[src/rtl/proc_core.sv]
// rtl/proc_core.sv - multicycle 8-opcode processor core with registered memory interface
// R0..R6 general purpose, R7 is the PC; fetch F0..F2, execute E0..E2
module proc_core #(
   parameter int DATA_W = 16,
   parameter int ADDR_W = 8
) (
   input  logic              clk,
   input  logic              reset,
   input  logic              run,
   input  logic [DATA_W-1:0] din,
   output logic [ADDR_W-1:0] addr,
   output logic [DATA_W-1:0] dout,
   output logic              wr,
   output logic              done,
   output logic [ADDR_W-1:0] pc,
   output logic [2:0]        flags
);
   typedef enum logic [2:0] {IDLE, F0, F1, F2, E0, E1, E2} state_t;

   localparam logic [2:0] OP_MV  = 3'd0;
   localparam logic [2:0] OP_B   = 3'd1;
   localparam logic [2:0] OP_ADD = 3'd2;
   localparam logic [2:0] OP_SUB = 3'd3;
   localparam logic [2:0] OP_LD  = 3'd4;
   localparam logic [2:0] OP_ST  = 3'd5;
   localparam logic [2:0] OP_AND = 3'd6;
   localparam logic [2:0] OP_MVT = 3'd7;

   state_t            state_q, state_d;
   logic [DATA_W-1:0] r_q [0:6];
   logic [DATA_W-1:0] r_d [0:6];
   logic [ADDR_W-1:0] pc_q, pc_d;
   logic [DATA_W-1:0] a_q, a_d, g_q, g_d, ir_q, ir_d;
   logic              carry_q, carry_d;
   logic [2:0]        flags_q, flags_d;
   logic [ADDR_W-1:0] addr_q, addr_d;
   logic [DATA_W-1:0] dout_q, dout_d;
   logic              wr_q, wr_d, done_q, done_d;

   logic [2:0]        op, rx, ry, din_op;
   logic              imm_f, is_alu, taken, wen;
   logic [DATA_W-8:0] imm;
   logic [DATA_W-1:0] pc_ext, rx_val, ry_val, b_val, imm_zx, imm_sx, wval;
   logic [DATA_W:0]   sum;

   assign op     = ir_q[DATA_W-1 -: 3];
   assign imm_f  = ir_q[DATA_W-4];
   assign rx     = ir_q[DATA_W-5 -: 3];
   assign ry     = ir_q[2:0];
   assign imm    = ir_q[DATA_W-8:0];
   assign din_op = din[DATA_W-1 -: 3];
   assign is_alu = (op == OP_ADD) || (op == OP_SUB) || (op == OP_AND);
   assign imm_zx = {7'b0, imm};
   assign imm_sx = {{7{imm[DATA_W-8]}}, imm};

   always_comb begin
      pc_ext = '0;
      pc_ext[ADDR_W-1:0] = pc_q;
   end

   assign rx_val = (rx == 3'd7) ? pc_ext : r_q[rx];
   assign ry_val = (ry == 3'd7) ? pc_ext : r_q[ry];
   assign b_val  = imm_f ? imm_zx : ry_val;

   // rX field doubles as the branch condition code
   always_comb begin
      case (rx)
         3'd0:    taken = 1'b1;
         3'd1:    taken = flags_q[1];
         3'd2:    taken = !flags_q[1];
         3'd3:    taken = !flags_q[0];
         3'd4:    taken = flags_q[0];
         3'd5:    taken = !flags_q[2];
         3'd6:    taken = flags_q[2];
         default: taken = 1'b0;
      endcase
   end

   // Subtract as A + ~B + 1 so the carry reads 1 when no borrow occurs
   always_comb begin
      case (op)
         OP_ADD:  sum = {1'b0, a_q} + {1'b0, b_val};
         OP_SUB:  sum = {1'b0, a_q} + {1'b0, ~b_val} + {{DATA_W{1'b0}}, 1'b1};
         default: sum = {1'b0, a_q & b_val};
      endcase
   end

   always_comb begin
      state_d = state_q;
      r_d     = r_q;
      pc_d    = pc_q;
      a_d     = a_q;
      g_d     = g_q;
      carry_d = carry_q;
      ir_d    = ir_q;
      flags_d = flags_q;
      addr_d  = addr_q;
      dout_d  = dout_q;
      wr_d    = 1'b0;
      done_d  = 1'b0;
      wen     = 1'b0;
      wval    = g_q;
      case (state_q)
         IDLE: if (run) state_d = F0;
         F0: begin
            addr_d  = pc_q;
            pc_d    = pc_q + ADDR_W'(1);
            state_d = F1;
         end
         F1: state_d = F2;
         F2: begin
            ir_d    = din;
            state_d = E0;
            done_d  = (din_op == OP_MV) || (din_op == OP_B) || (din_op == OP_MVT);
         end
         E0: begin
            state_d = E1;
            case (op)
               OP_MV:  begin wen = 1'b1; wval = b_val; end
               OP_MVT: begin wen = 1'b1; wval = {imm, 7'b0}; end
               OP_B:   if (taken) pc_d = pc_q + imm_sx[ADDR_W-1:0];
               OP_LD:  addr_d = ry_val[ADDR_W-1:0];
               OP_ST: begin
                  addr_d = ry_val[ADDR_W-1:0];
                  dout_d = rx_val;
                  wr_d   = 1'b1;
                  done_d = 1'b1;
               end
               default: a_d = rx_val;
            endcase
         end
         E1: begin
            state_d = E2;
            done_d  = (op != OP_ST);
            if (is_alu) begin
               g_d     = sum[DATA_W-1:0];
               carry_d = sum[DATA_W];
            end
         end
         E2: begin
            wen  = 1'b1;
            wval = is_alu ? g_q : din;
            if (is_alu) flags_d = {g_q[DATA_W-1], (g_q == '0), carry_q};
         end
         default: state_d = IDLE;
      endcase
      // done_q marks the last execute cycle, where run decides whether to keep going
      if (done_q) state_d = run ? F0 : IDLE;
      if (wen) begin
         if (rx == 3'd7) pc_d = wval[ADDR_W-1:0];
         else            r_d[rx] = wval;
      end
   end

   always_ff @(posedge clk or posedge reset) begin
      if (reset) begin
         state_q <= IDLE;
         for (int i = 0; i < 7; i++) r_q[i] <= '0;
         pc_q    <= '0;
         a_q     <= '0;
         g_q     <= '0;
         carry_q <= 1'b0;
         ir_q    <= '0;
         flags_q <= '0;
         addr_q  <= '0;
         dout_q  <= '0;
         wr_q    <= 1'b0;
         done_q  <= 1'b0;
      end else begin
         state_q <= state_d;
         r_q     <= r_d;
         pc_q    <= pc_d;
         a_q     <= a_d;
         g_q     <= g_d;
         carry_q <= carry_d;
         ir_q    <= ir_d;
         flags_q <= flags_d;
         addr_q  <= addr_d;
         dout_q  <= dout_d;
         wr_q    <= wr_d;
         done_q  <= done_d;
      end
   end

   assign addr  = addr_q;
   assign dout  = dout_q;
   assign wr    = wr_q;
   assign done  = done_q;
   assign pc    = pc_q;
   assign flags = flags_q;
endmodule

[config.mk]
export PLATFORM = sky130hd
export DESIGN_NAME = proc_core
export DESIGN_NICKNAME = d
export VERILOG_FILES = /design/src/rtl/proc_core.sv
export SDC_FILE = /design/constraint.sdc
export NUM_CORES = 1
export LEC_CHECK = 0
export ABC_AREA = 1
export BUFFER_PORTS_ARGS = -buffer_cell sky130_fd_sc_hd__buf_4
export CELL_PAD_IN_SITES_DETAIL_PLACEMENT = 1
export CELL_PAD_IN_SITES_GLOBAL_PLACEMENT = 2
export CORE_ASPECT_RATIO = 1.5
export CORE_MARGIN = 5
export CORE_UTILIZATION = 40
export CTS_BUF_LIST = sky130_fd_sc_hd__clkbuf_4 sky130_fd_sc_hd__clkbuf_8
export DETAILED_ROUTE_END_ITERATION = 10
export GPL_ROUTABILITY_DRIVEN = 1
export PLACE_DENSITY_LB_ADDON = 0.15
export SETUP_SLACK_MARGIN = 0.4
export SLEW_MARGIN = 0
export SYNTH_ARGS = -nofsm -noshare
export SYNTH_HDL_FRONTEND = slang
export SYNTH_SLANG_ARGS = --single-unit
[constraint.sdc]
create_clock -name clk -period 11.25 [get_ports clk]
set_clock_uncertainty 0.05 [all_clocks]
set_input_delay 0.5625 -clock clk [delete_from_list [all_inputs] [get_ports clk]]
set_output_delay 0.5625 -clock clk [all_outputs]
set_load 0.03 [all_outputs]
* After elaboration in Yosys (flattened, before gate mapping)
Cells that the tools add are included.
** Word-level totals
- Flip-flop bits (word level) :: 201
- Output and inout port bits :: 37
- Logic and storage cells :: 116
** Cells by class
- Add/sub/neg operators :: 5
- Magnitude comparators :: 3
- Eq/ne operators :: 27
- Multiplexer cells :: 33
- Bitwise gates (word level) :: 6
- Reduce and logical (&&, ||, !) cells :: 24
** Operators with widths (number)
- 16-bit two-way mux :: 9
- 112-bit bitwise mux :: 1
- 16-bit binary-select mux with 3-bit select :: 2
- 16-bit one-hot mux with 2 select lines :: 2
- 16-bit demux with 3-bit select :: 1
- 8-bit two-way mux :: 5
- 3-bit == test, second input constant :: 13
- 16-bit by 16-bit adder with 17-bit output :: 2
- 17-bit one-hot mux with 2 select lines :: 1
- 8-bit one-hot mux with 2 select lines :: 2
- 3-bit one-hot mux with 7 select lines :: 1
- 3-bit by 2-bit == test with 1-bit output, second input constant :: 6
- 17-bit by 1-bit adder with 17-bit output, second input constant :: 1
- 16-bit AND :: 1
- 16-bit zero test :: 1
- 16-bit NOT :: 1
- 2-bit AND reduction :: 7
- 3-bit by 1-bit == test with 1-bit output, second input constant :: 4
- 3-bit zero test :: 4
- 8-bit by 1-bit adder with 8-bit output, second input constant :: 1
- 8-bit adder :: 1
- 4-bit >= comparator, second input constant :: 2
- 3-bit NOT with 4-bit output :: 2
- 1-bit one-hot mux with 7 select lines :: 1
- other kinds (14) :: 27

* Longest topological paths before layout
- Depth in word-level cells :: 10
- Mapped depth :: 25
- Gate-level depth less buffers :: 24

* Worst setup path before layout
No wires, ideal clock.
- Path kind :: register to register
- Start point :: register ir_q[1]
- End point :: register g_q[14]
- Setup time :: 117 ps
- Data arrival time :: 2744 ps
- Required time :: 11083 ps
- Setup slack :: 8338 ps
- Cell stages (with the launch flop) :: 24
- Clock period less this slack :: 2912 ps
- Cell sequence :: dfrtp_1 -> buf_4 -> inv_4 -> nor2_4 -> buf_4 -> nand2_1 -> nand2_1 -> nand2_1 -> nand4_1 -> and2_1 -> ha_1 -> fa_1 -> nor2_1 -> nand2_1 -> nand2_1 -> nand2_1 -> nand2_1 -> nand3_1 -> nand2_1 -> nand2_1 -> nand3_1 -> nand3_1 -> nand2_1 -> nand2_1
** Between the ends
- Word-level cells in the longest chain between the ends :: 10
- Elaborated cells on any way between the ends :: 13
** Ends and longest elaborated chain
- start: declaration :: RTL line 33 : logic [DATA_W-1:0] a_q, a_d, g_q, g_d, ir_q, ir_d;
- start signal: assignment :: RTL line 176 : ir_q <= ir_d;
- 3-bit NOT with 4-bit output (implied by the code) :: RTL line 62 : assign ry_val = (ry == 3'd7) ? pc_ext : r_q[ry];
- 16-bit binary-select mux with 3-bit select :: RTL line 62
- 16-bit two-way mux (implied by the code) (2 in a row) :: RTL line 62
- 16-bit two-way mux :: RTL line 62
- 16-bit two-way mux (*) :: RTL line 63 : assign b_val = imm_f ? imm_zx : ry_val;
- 16-bit NOT :: RTL line 83 : OP_SUB: sum = {1'b0, a_q} + {1'b0, ~b_val} + {{DATA_W{1'b0}}, 1'b1};
- 16-bit by 16-bit adder with 17-bit output :: RTL line 83
- 17-bit by 1-bit adder with 17-bit output :: RTL line 83
- 17-bit one-hot mux with 2 select lines (*) :: RTL line 81 : case (op)
- end signal: assignment :: RTL line 174 : g_q <= g_d;
- end: declaration :: RTL line 33
Mark *: on every way between the ends. The rest lies on a longest branch, timed or not. The select of a mux whose other input is x is not followed.
A chain may end at the register's enable or synchronous reset.

* Worst setup path in the final report
- Start point :: register ir_q[0]
- End point :: register carry_q
** Between the ends
- Word-level cells in the longest chain between the ends :: 10
- Elaborated cells on any way between the ends :: 12
** Ends and longest elaborated chain
- 3-bit NOT with 4-bit output (implied by the code) :: RTL line 62
- 16-bit binary-select mux with 3-bit select :: RTL line 62
- 16-bit two-way mux (implied by the code) (2 in a row) :: RTL line 62
- 16-bit two-way mux :: RTL line 62
- 16-bit two-way mux (*) :: RTL line 63
- 16-bit NOT :: RTL line 83
- 16-bit by 16-bit adder with 17-bit output :: RTL line 83
- 17-bit by 1-bit adder with 17-bit output :: RTL line 83
- 17-bit one-hot mux with 2 select lines (*) :: RTL line 81
- end signal: assignment :: RTL line 175 : carry_q <= carry_d;
- end: declaration :: RTL line 34 : logic carry_q, carry_d;
Marked as above.

==> summary.txt <==
Status
  – Outcome: complete, no violations

Logic synthesis
  – Yosys warns: 0
  – Count of distinct cell types in the synthesized netlist: 46
  – Seq/Total Area, Yosys: a little under two fifths
  – Avg Synthesized Cell Area: between 6 and 7 sq um
  – Syn_nets: 2016
  – Synth Instances: ~1900
  – Flops & latches, synth: roughly 200
  – Mapped cell area: around 13000 sq um

Routing
  – Vias: 13900
  – Wire per inst: 23.1 microns
  – Initial DRT Pass Iterations: 5
  – Routed Antenna Nets: 0
  – Final wirelength: 56200 microns
  – Residual DRC: 0
  – DR vias/cell: 5.72
  – DRT iter0 DRCs: a little under 900

Global routing
  – Aggregate global routing overflow: 0
  – First-pass GRT wire length: 85900 microns
  – Vias in the first global route: 14300
  – GR Util All Layers: 29.7%
  – Largest net degree at the start of global routing: 141
  – Initial antenna violation count: 1

CTS
  – Reg clk slew, reported paths: 0.07 ns
  – Htree depth: 2
  – Hold buffer count at CTS: 0
  – Clock buffer count from CTS: 37
  – CTS root buffer: clkbuf_8
  – Post-CTS Resized: 0
  – CTS tree: yes
  – Post-CTS Setup Inserts: 0
  – Clock latency on the worst-skew pair: just under 0.6 ns
  – Clock Path Buffers: 3
  – CTS Sinks: 201

STA
  – Fin Setup TNS: 0 ns
  – Final worst path period share: around 37%
  – WHS: 0.163 ns
  – Setup-failing EPs final: 0
  – PnR worst setup slack: 7.04 ns
  – Highest Clock Rate: 0.238 GHz
  – Slew @ Worst Pin: about 1.0 ns
  – Final Max Tran Viols: 0
  – RSZ-0062 raised after global routing: no
  – Slew headroom: 31.6%
  – Final min period: 4.21 ns
  – Fin. Hold Viols: 0

Floorplan
  – Initial Utilization: 40.3%
  – Die X: 160 microns
  – Chip height: 235 microns
  – Die footprint: ~37000 sq um
  – Core Area: 33300 sq um
  – Std cell rows: just over 80
  – Io pins: 56

Place
  – Port Buffers: 55
  – Setup WS pre-CTS: 7.17 ns
  – GP Congestion: 0.994
  – DP Cell Count: about 2400
  – Hpwl dp: about 41000 microns

Flow run
  – Max Cap Viol: 0

Final layout
  – Fin nets: 2046
  – Share of post-route cells with drive strength above 1: 11.3%
  – Area growth from synthesis to final layout: 11.2%
  – Commonest non-fill, non-tap cell in the layout: nand2_1
  – Commonest cells after routing, fill and taps aside: nand2_1, dfrtp_1, inv_1
  – Layout Cells excl Fill: 2427

Setup path
  – Setup CP Type: reg -> reg
  – CP Launch Type: register
  – CP Max Fanout: 49
  – Critical Path Sink Type: register
  – Req. time, crit path: 11.66 ns
  – CP arrival: 4.62 ns

Power and ir drop
  – Leakage: 7.80 nW
  – PD cells: 392 nW/um^2
  – Worst VDD drop: about 0.14 mV

Hold path
  – Hold Path Class: in -> reg
==> metrics by stage <==
stage	util [%]	instance area, sq um	total power [mW]
floorplan	-	13500	3.73
global placement	42.2	14100	4.88
detailed placement	42.2	14100	4.95
CTS	44.8	15000	5.84
global route	44.8	15000	6.31
finish	44.8	15000	5.87
==> worst max-delay path, cell delays in order, from the launching register on <==
cell	delay (ns)
dfrtp_2	0.34
buf_4	0.49
inv_2	0.49
nand2_1	0.17
nand3_1	0.08
nand4_1	0.10
nand2_1	0.13
nand3_1	0.15
nand2_1	0.14
ha_1	0.44
inv_1	0.12
a21oi_1	0.30
nand2_1	0.19
nand2_1	0.12
nand2_1	0.10
nand2_1	0.11
nand2_1	0.10
nand3b_1	0.11
nand2_1	0.05
nand2_1	0.06
nand2_1	0.06
nand2_1	0.06
nand2_1	0.06
==> layer usage <==
metal  track usage (%)  up-vias  routed length, microns
met5                 0        -                       0
met4              12.2        0                    2450
met3              4.20      125                    2940
met2              53.7      422                   28300
met1              35.7     6951                   22500
li1                  -     6380                       -
==> cells by family (layout without fill, tap and decap cells) <==
logic type | after synthesis | count (layout) | synth area share [%]
DFF | 201 | 201 | 37.4
xor gates and xnor gates | 10 | 10 | 0.651
AOI/OAI and AO/OA | 271 | 271 | 12.0
muxes | 13 | 13 | 1.09
other | 0 | 1 | 0
adders and majority gates | 48 | 48 | 4.63
buffers and inverters | 270 | 327 | 8.60
and+or+nand+nor | 1136 | 1136 | 35.6
==> worst paths after layout <==
kind                                     start  cells past startpoint  slack [ns]             endpoint
setup / recovery           ir_q[0]$_DFFE_PP0N_                     22        7.04  carry_q$_DFFE_PP0P_
min in group asynchronous                reset                      2        0.18  r_q[62]$_DFFE_PP0P_
hold reg to reg            r_q[79]$_DFFE_PP0P_                      2        0.43  r_q[79]$_DFFE_PP0P_
max in group asynchronous                reset                      3        9.46  ir_q[0]$_DFFE_PP0N_
setup reg to reg           ir_q[0]$_DFFE_PP0N_                     22        7.04  carry_q$_DFFE_PP0P_
hold / removal                          din[4]                      3        0.16  ir_q[4]$_DFFE_PP0N_
==> cells in the mapped netlist (all sizes together) <==
cell type | count | area share (%)
nand3 | 163 | 6.4
dfrtp | 201 | 37
xnor2 | 4 | 0.26
o21ai | 113 | 4.2
nor2 | 98 | 3.4
and3 | 1 | 0.047
clkinv | 2 | 0.056
o211ai | 15 | 0.87
o22a | 1 | 0.065
a221oi | 7 | 0.46
a21oi | 58 | 2.2
buf | 49 | 2.4
ha | 45 | 4.2
fa | 3 | 0.45
clkbuf | 26 | 0.73
o41ai | 1 | 0.065
nor3 | 6 | 0.22
xor2 | 6 | 0.39
nand2 | 834 | 24
o21bai | 5 | 0.28
mux2 | 13 | 1.1
a31oi | 14 | 0.65
o31ai | 2 | 0.11
nand4 | 27 | 1.3
o21a | 1 | 0.056
and2 | 2 | 0.093
o221ai | 12 | 0.78
a32oi | 15 | 0.98
o22ai | 19 | 0.88
inv | 193 | 5.4
a22oi | 8 | 0.45
nor4 | 3 | 0.14
nand3b | 2 | 0.11
==> flip-flops by register name (all words and copies together) (netlist names) <==
signal   count
state_q      3
a_q         16
pc           8
g_q         16
flags        3
ir_q        16
r_q        112
carry_q      1
done         1
addr         8
wr           1
dout        16
==> report_power, final <==
part | switching [mW] | internal [mW] | leakage [nW]
Combinational | 2.57 | 1.06 | 4.94
Sequential | 0.321 | 1.05 | 2.40
Clock | 0.347 | 0.516 | 0.467
Total | 3.24 | 2.63 | 7.80
==> layout make-up <==
class | instances | area, sq um
Antenna cell | 1 | 2.50
Clock buffer | 56 | 702
Clock inverter | 10 | 185
Fill cell | 4318 | 18400
Inverter | 195 | 744
Multi-Input combinational cell | 1478 | 7270
Sequential cell | 201 | 5030
Tap cell | 420 | 526
Timing Repair Buffer | 66 | 495
(Power assumes the default switching activity.)
